## src/rtl/bit_serializer.sv

```systemverilog
// Parallel-to-serial converter with a one-word holding register so a new word
// can be accepted while the previous one is still shifting out.
module bit_serializer #(
  parameter int WIDTH     = 8,
  parameter bit MSB_FIRST = 1'b1
) (
  input  logic             clk,
  input  logic             rst,
  input  logic [WIDTH-1:0] in_data,
  input  logic             in_valid,
  output logic             in_ready,
  output logic             out_bit,
  output logic             out_valid,
  input  logic             out_ready,
  output logic             out_last,
  output logic             busy
);

  localparam int            CW   = $clog2(WIDTH);
  localparam logic [CW-1:0] LAST = CW'(WIDTH - 1);

  typedef enum logic {IDLE, SHIFT} state_t;

  state_t           state, state_nx;
  logic [WIDTH-1:0] shreg, hold, load_word;
  logic             hold_valid;
  logic [CW-1:0]    cnt;
  logic             accept, consume, finish, load;

  // in_ready depends only on registered state, never on out_ready
  assign in_ready  = !hold_valid;
  assign accept    = in_valid && !hold_valid;
  assign consume   = (state == SHIFT) && out_ready;
  assign finish    = consume && (cnt == LAST);
  assign load      = ((state == IDLE) || finish) && (hold_valid || accept);
  assign load_word = hold_valid ? hold : in_data;

  always_comb begin
    state_nx = state;
    if (load)        state_nx = SHIFT;
    else if (finish) state_nx = IDLE;
  end

  always_ff @(posedge clk) begin
    if (rst) state <= IDLE;
    else     state <= state_nx;
  end

  always_ff @(posedge clk) begin
    if (rst) begin
      shreg      <= '0;
      cnt        <= '0;
      hold       <= '0;
      hold_valid <= 1'b0;
    end else begin
      if (load) begin
        shreg <= load_word;
        cnt   <= '0;
      end else if (finish) begin
        shreg <= '0;
        cnt   <= '0;
      end else if (consume) begin
        shreg <= MSB_FIRST ? (shreg << 1) : (shreg >> 1);
        cnt   <= cnt + 1'b1;
      end
      // an accepted word that could not go straight into the shifter parks here
      if (accept && !load) begin
        hold       <= in_data;
        hold_valid <= 1'b1;
      end else if (load && hold_valid) begin
        hold_valid <= 1'b0;
      end
    end
  end

  assign out_valid = (state == SHIFT);
  assign out_last  = (state == SHIFT) && (cnt == LAST);
  assign out_bit   = (state == SHIFT) && (MSB_FIRST ? shreg[WIDTH-1] : shreg[0]);
  assign busy      = (state == SHIFT) || hold_valid;

endmodule

```

## config.mk

```make
export PLATFORM = sky130hd
export DESIGN_NAME = bit_serializer
export DESIGN_NICKNAME = d
export VERILOG_FILES = /design/src/rtl/bit_serializer.sv
export SDC_FILE = /design/constraint.sdc
export NUM_CORES = 1
export LEC_CHECK = 0
export ABC_CLOCK_PERIOD_IN_PS = 2000
export CORE_ASPECT_RATIO = 0.75
export CORE_UTILIZATION = 45
export DETAILED_ROUTE_END_ITERATION = 10
export PLACE_DENSITY = 0.8
export SKIP_LAST_GASP = 1
export SYNTH_ARGS = -nofsm -noshare
export SYNTH_HDL_FRONTEND = slang
export SYNTH_SLANG_ARGS = --single-unit
```

## constraint.sdc

```tcl
create_clock -name clk -period 2 [get_ports clk]
set_clock_uncertainty 0.1 [all_clocks]
set_input_delay 0.2 -clock clk [delete_from_list [all_inputs] [get_ports clk]]
set_output_delay 0.2 -clock clk [all_outputs]
set_load 0.03 [all_outputs]
```

======== Word-level counts from Yosys, hierarchy flattened ========
Index checks and enable logic that the tools add are counted.
word-level totals
  flip-flop bits (word level) ............. 21
  latch bits .............................. 0
  bits in writable memories ............... 0
  bits in read-only memories .............. 0
  input bits .............................. 12
  output and inout port bits .............. 5
  word-level logic and storage cells ...... 33
  memories ................................ 0
operators by class
  $add $sub $neg .......................... 1
  multiply operators ...................... 0
  divide/modulo/power cells ............... 0
  $lt $le $gt $ge ......................... 0
  equality and inequality tests ........... 1
  shift operators ......................... 0
  multiplexer cells ....................... 8
  bitwise logic cells ..................... 1
  reduce and logical (&&, ||, !) cells .... 17
operator list
  cell                                         number
  two-way mux 8 bit                            4
  logical AND 1 bit                            8
  two-way mux 1 bit                            4
  nonzero test 2 bit                           2
  adder 3 x 1 -> 3 bit, second input constant  1
  == test 3 bit, second input constant         1
  logical OR 1 bit                             3
  nonzero test 3 bit                           1
  OR reduction 3 bit                           1
  logical NOT 1 bit                            2
  NOT 1 bit                                    1

======== Depth between registers and ports, before layout ========
  word-level depth ........................ 7
  gate-level depth with buffers ........... 6
  mapped depth without buffers ............ 5

======== Worst setup path before layout ========
Ideal clock, no wire load.
  kind .................................... reg-to-reg
  from .................................... register cnt[0]
  to ...................................... register hold[0]
  library setup time ...................... 132 ps
  data arrival time ....................... 1311 ps
  data required time ...................... 1768 ps
  path slack .............................. 457 ps
  stages on the path, launching flop included .. 7
  path buffers ............................ 1
  period minus slack after synthesis ...... 1543 ps
  cells stage by stage .................... dfxtp_1 > ha_1 > ha_1 > a21bo_2 > buf_2 > o21ai_0 > a21oi_1
between the ends
  word-level cells in the longest chain between the ends .. 6
RTL lines
  element                 RTL line  text
  from (decl)             27        logic [CW-1:0] cnt;
  from (signal assigned)  64        cnt <= cnt + 1'b1;
  == test 3 bit           34        assign finish = consume && (cnt == LAST);
  logical AND 1 bit       34
  logical OR 1 bit        35        assign load = ((state == IDLE) || finish) && (hold_valid || accept);
  logical AND 1 bit       35
  logical NOT 1 bit       67        if (accept && !load) begin
  logical AND 1 bit       67
  to (signal assigned)    68        hold <= in_data;
  to (decl)               25        logic [WIDTH-1:0] shreg, hold, load_word;
No other way between the ends.
A chain may end at the register's enable or synchronous reset.

======== Worst setup path in the final report ========
  from .................................... register state (netlist: out_valid)
  to ...................................... output out_bit
between the ends
  word-level cells in the longest chain between the ends .. 1
RTL lines
  element                 RTL line  text
  from (decl)             24        state_t state, state_nx;
  from (signal assigned)  46        else state <= state_nx;
  logical AND 1 bit       78        assign out_bit = (state == SHIFT) && (MSB_FIRST ? shreg[WIDTH-1] : shreg[0]);
  to (decl)               12        output logic out_bit,
No other way between the ends.

==> results.md <==
- Family with the most delay on the worst path: buffers and inverters
- Worst Hold Slack: ~0.38 ns
- Number of flops mapped to enable cells by yosys: 0
- Maximum clock path buffer count: 2
- Die area: 2630 sq um
- Yosys cell types: 29
- RD Place Congestion: approximately 0.75
- Crit end category: output port
- Setup TNS: 0 ns
- Die height: 44.7 um
- CP cell instances: and2_1 > clkdlybuf4s50_1
- CP required: approximately 1.7 ns
- Largest cells by area after synthesis: dfxtp_1, a2111oi_0, a311oi_1
- Max-slew violations: 0
- Ys Warns: 0
- Port buffer count: 16
- Crit share post-route: between 90% and 100%
- I/O Pins: 17
- Largest area contributor in the netlist: dfxtp_1
- Final WL: 2.38 mm
- Pwr Total: 0.000825 W
- Max Freq: between 500 and 600 MHz
- DRT Pass-1 Iters: 4
- Antenna Nets Post-Route: 0
- Vias in the first global route: 827
- Gate Count Post-Synth: about 120
- Outcome: complete, no violations
- Top-area cell type share of the netlist area: ~38%
- Final hold violations: 0
- Initial antenna violation count: 0
- CP startpoint kind: register
- Final setup vio count: 0
- Starting Density: approximately 48%
- Worst EP arrival: 1.64 ns
- Fraction of layout cells with a size suffix above 1: between 10% and 20%
- Final net count: 150
- DRC: 0
- Min-Delay Path Class: in2reg
- Total number of vias: 999
- Post-CTS setup buffer count: 0
- H-tree levels: 1
- Number of synthesized register bits: 21
- RSZ-0062 raised after global routing: false
- Mapped cell area: ~1100 sq um
- Total global routing overflow: 0
- CP max stage delay: roughly 0.66 ns
- CTS clk-pin slew, worst paths: 0.11 ns
- Die width: 58.9 um
- GRT Overall Usage: 19.0%
- Dpl hpwl: 1.69 mm
- Slew HR: 64.1%
- Syn Area/Cell: about 9 sq um
- Largest net degree at the start of global routing: 22
- WS Path Type: reg2out
- Design area: between 1000 and 1500 sq um
- Final core occ: around 56%
- Synth Flop Type: dfxtp_1
- Via/cell ratio: ~6
- Syn nets: 135
- PD cells: roughly 640 nW/um^2
- Area of the core: 2290 sq um
- Fin crit period: a little under 2 ns
- Register area share after synthesis: 38.4%
- Clk sinks: 21
- Pleak: ~0.45 nW
- Row cnt: 15
- Number of max-cap violations: 0
- CTS buffer count: 3
- Worst skew pair latency: ~0.31 ns
- Maximum vdd drop: 0.484 mV
- Wire per inst: between 10 and 15 um
- Async S/R FF share, synth: 0%
- Root Buffer: clkbuf_4
- Initial DRC count: 38
- CTS tree: built
- Slew @ Worst Pin: between 0.5 and 0.6 ns
- Critical path buffer and inverter count: 1
- Maximum fanout along the worst path: 9
- Placement Cell Area: 1260 sq um
- Area delta synth->final: 18.0%
- Critical path's slowest cell: clkdlybuf4s50_1
- # diodes: 0
- First-pass GRT wire length: ~3.8 mm
- Hold Buf Count CTS: 0
-- synth_stat cells (all sizes together) (2+ instances only) --
cell type / instances
dfxtp: 21
a21oi: 12
o21ai: 9
and2b: 8
nand2: 8
nand3: 8
a2111oi: 7
a311oi: 7
buf: 7
nand4b: 7
clkbuf: 5
nor3: 4
nor2: 3
and2: 2
and4b: 2
ha: 2
mux2i: 2
-- sequential cells by signal (all words and copies together), names as in the netlist --
signal and cells:
cnt 3, hold 8, hold_valid 1, out_valid 1, shreg 8
-- routing by layer --
layer / track usage, % / part of all wire (%) / vias up
met4: 4.29 / 0.50 / 0
met5: 0 / 0 / -
li1: - / - / 486
met2: 28.9 / 45 / 42
met1: 26.8 / 47 / 469
met3: 5.44 / 7.9 / 2
-- where the power goes --
group,internal [W],switching (W)
clock,0.0000746,0.000131
sequential,0.000444,0.0000156
combinational,0.0000726,0.0000878
-- worst min-delay path, cell delays in order --
cell and delay [ns]:
clkdlybuf4s50_1 0.42, nand3_1 0.07, a21oi_1 0.05
-- through the flow --
step | std cells | worst slack [ns]
final | 169 | 0.0624
after global routing | 169 | 0.00434
after CTS | 169 | 0.0559
after detailed placement | 165 | 0.0388
after global placement | 165 | 0.0922
after floorplan | 121 | 0.457
-- layout make-up --
type                    count  area [sq um]
well taps                  34          42.5
fillers                   211          1000
clock buffers               3          22.5
flip-flops and latches     21           420
repair buffers             22           203
clock inverters             1          5.00
inverters                   1          3.75
multi-input cells          87           593
-- path summary, 6_finish.rpt --
kind                     startpoint                     to  slack (ns)  cells after the start
max          out_valid$_SDFFE_PP0P_                out_bit        0.06                      2
min reg2reg    hold[5]$_SDFFE_PP0P_   hold[5]$_SDFFE_PP0P_        0.38                      2
max reg2reg     cnt[0]$_SDFFE_PP0P_  shreg[5]$_SDFFE_PP0P_        0.20                      5
min                      in_data[5]   hold[5]$_SDFFE_PP0P_        0.38                      3
-- what timing repair did --
action	4_1_cts	5_1_grt
hold endpoints to repair	0	0
resized for setup	0	1
endpoints found under the setup margin	0	1
-- logic make-up after synthesis --
group / Yosys count / synth area share [%]
buffers and inverters: 13 / 7.55
flip-flops: 21 / 38.4
multiplexers: 2 / 1.83
adder cells (fa/ha/maj): 2 / 2.29
AND/OR/NAND/NOR: 45 / 25.7
AO/OA/AOI/OAI: 38 / 24.1
-- cell usage in the layout (no fill, tap or decap), drive strengths merged --
| cell type | netlist | layout |
|---|---|---|
| mux2i | 2 | 2 |
| inv | 1 | 1 |
| or2 | 1 | 1 |
| nand4b | 7 | 7 |
| and4b | 2 | 2 |
| ha | 2 | 2 |
| clkinv | 0 | 1 |
| a2111oi | 7 | 7 |
| or3 | 1 | 1 |
| and2 | 2 | 2 |
| nor2 | 3 | 3 |
| nand2b | 1 | 1 |
| o21ai | 9 | 9 |
| and2b | 8 | 8 |
| nand2 | 8 | 8 |
| a21boi | 1 | 1 |
| clkbuf | 5 | 3 |
| a21oi | 12 | 12 |
| a311oi | 7 | 7 |
| nand3 | 8 | 8 |
| nor3 | 4 | 4 |
| o211ai | 1 | 1 |
| a21bo | 1 | 1 |
| dfxtp | 21 | 21 |
| buf | 7 | 7 |
| clkdlybuf4s50 | 0 | 15 |
Note: power is estimated with default switching activity, not from simulation.
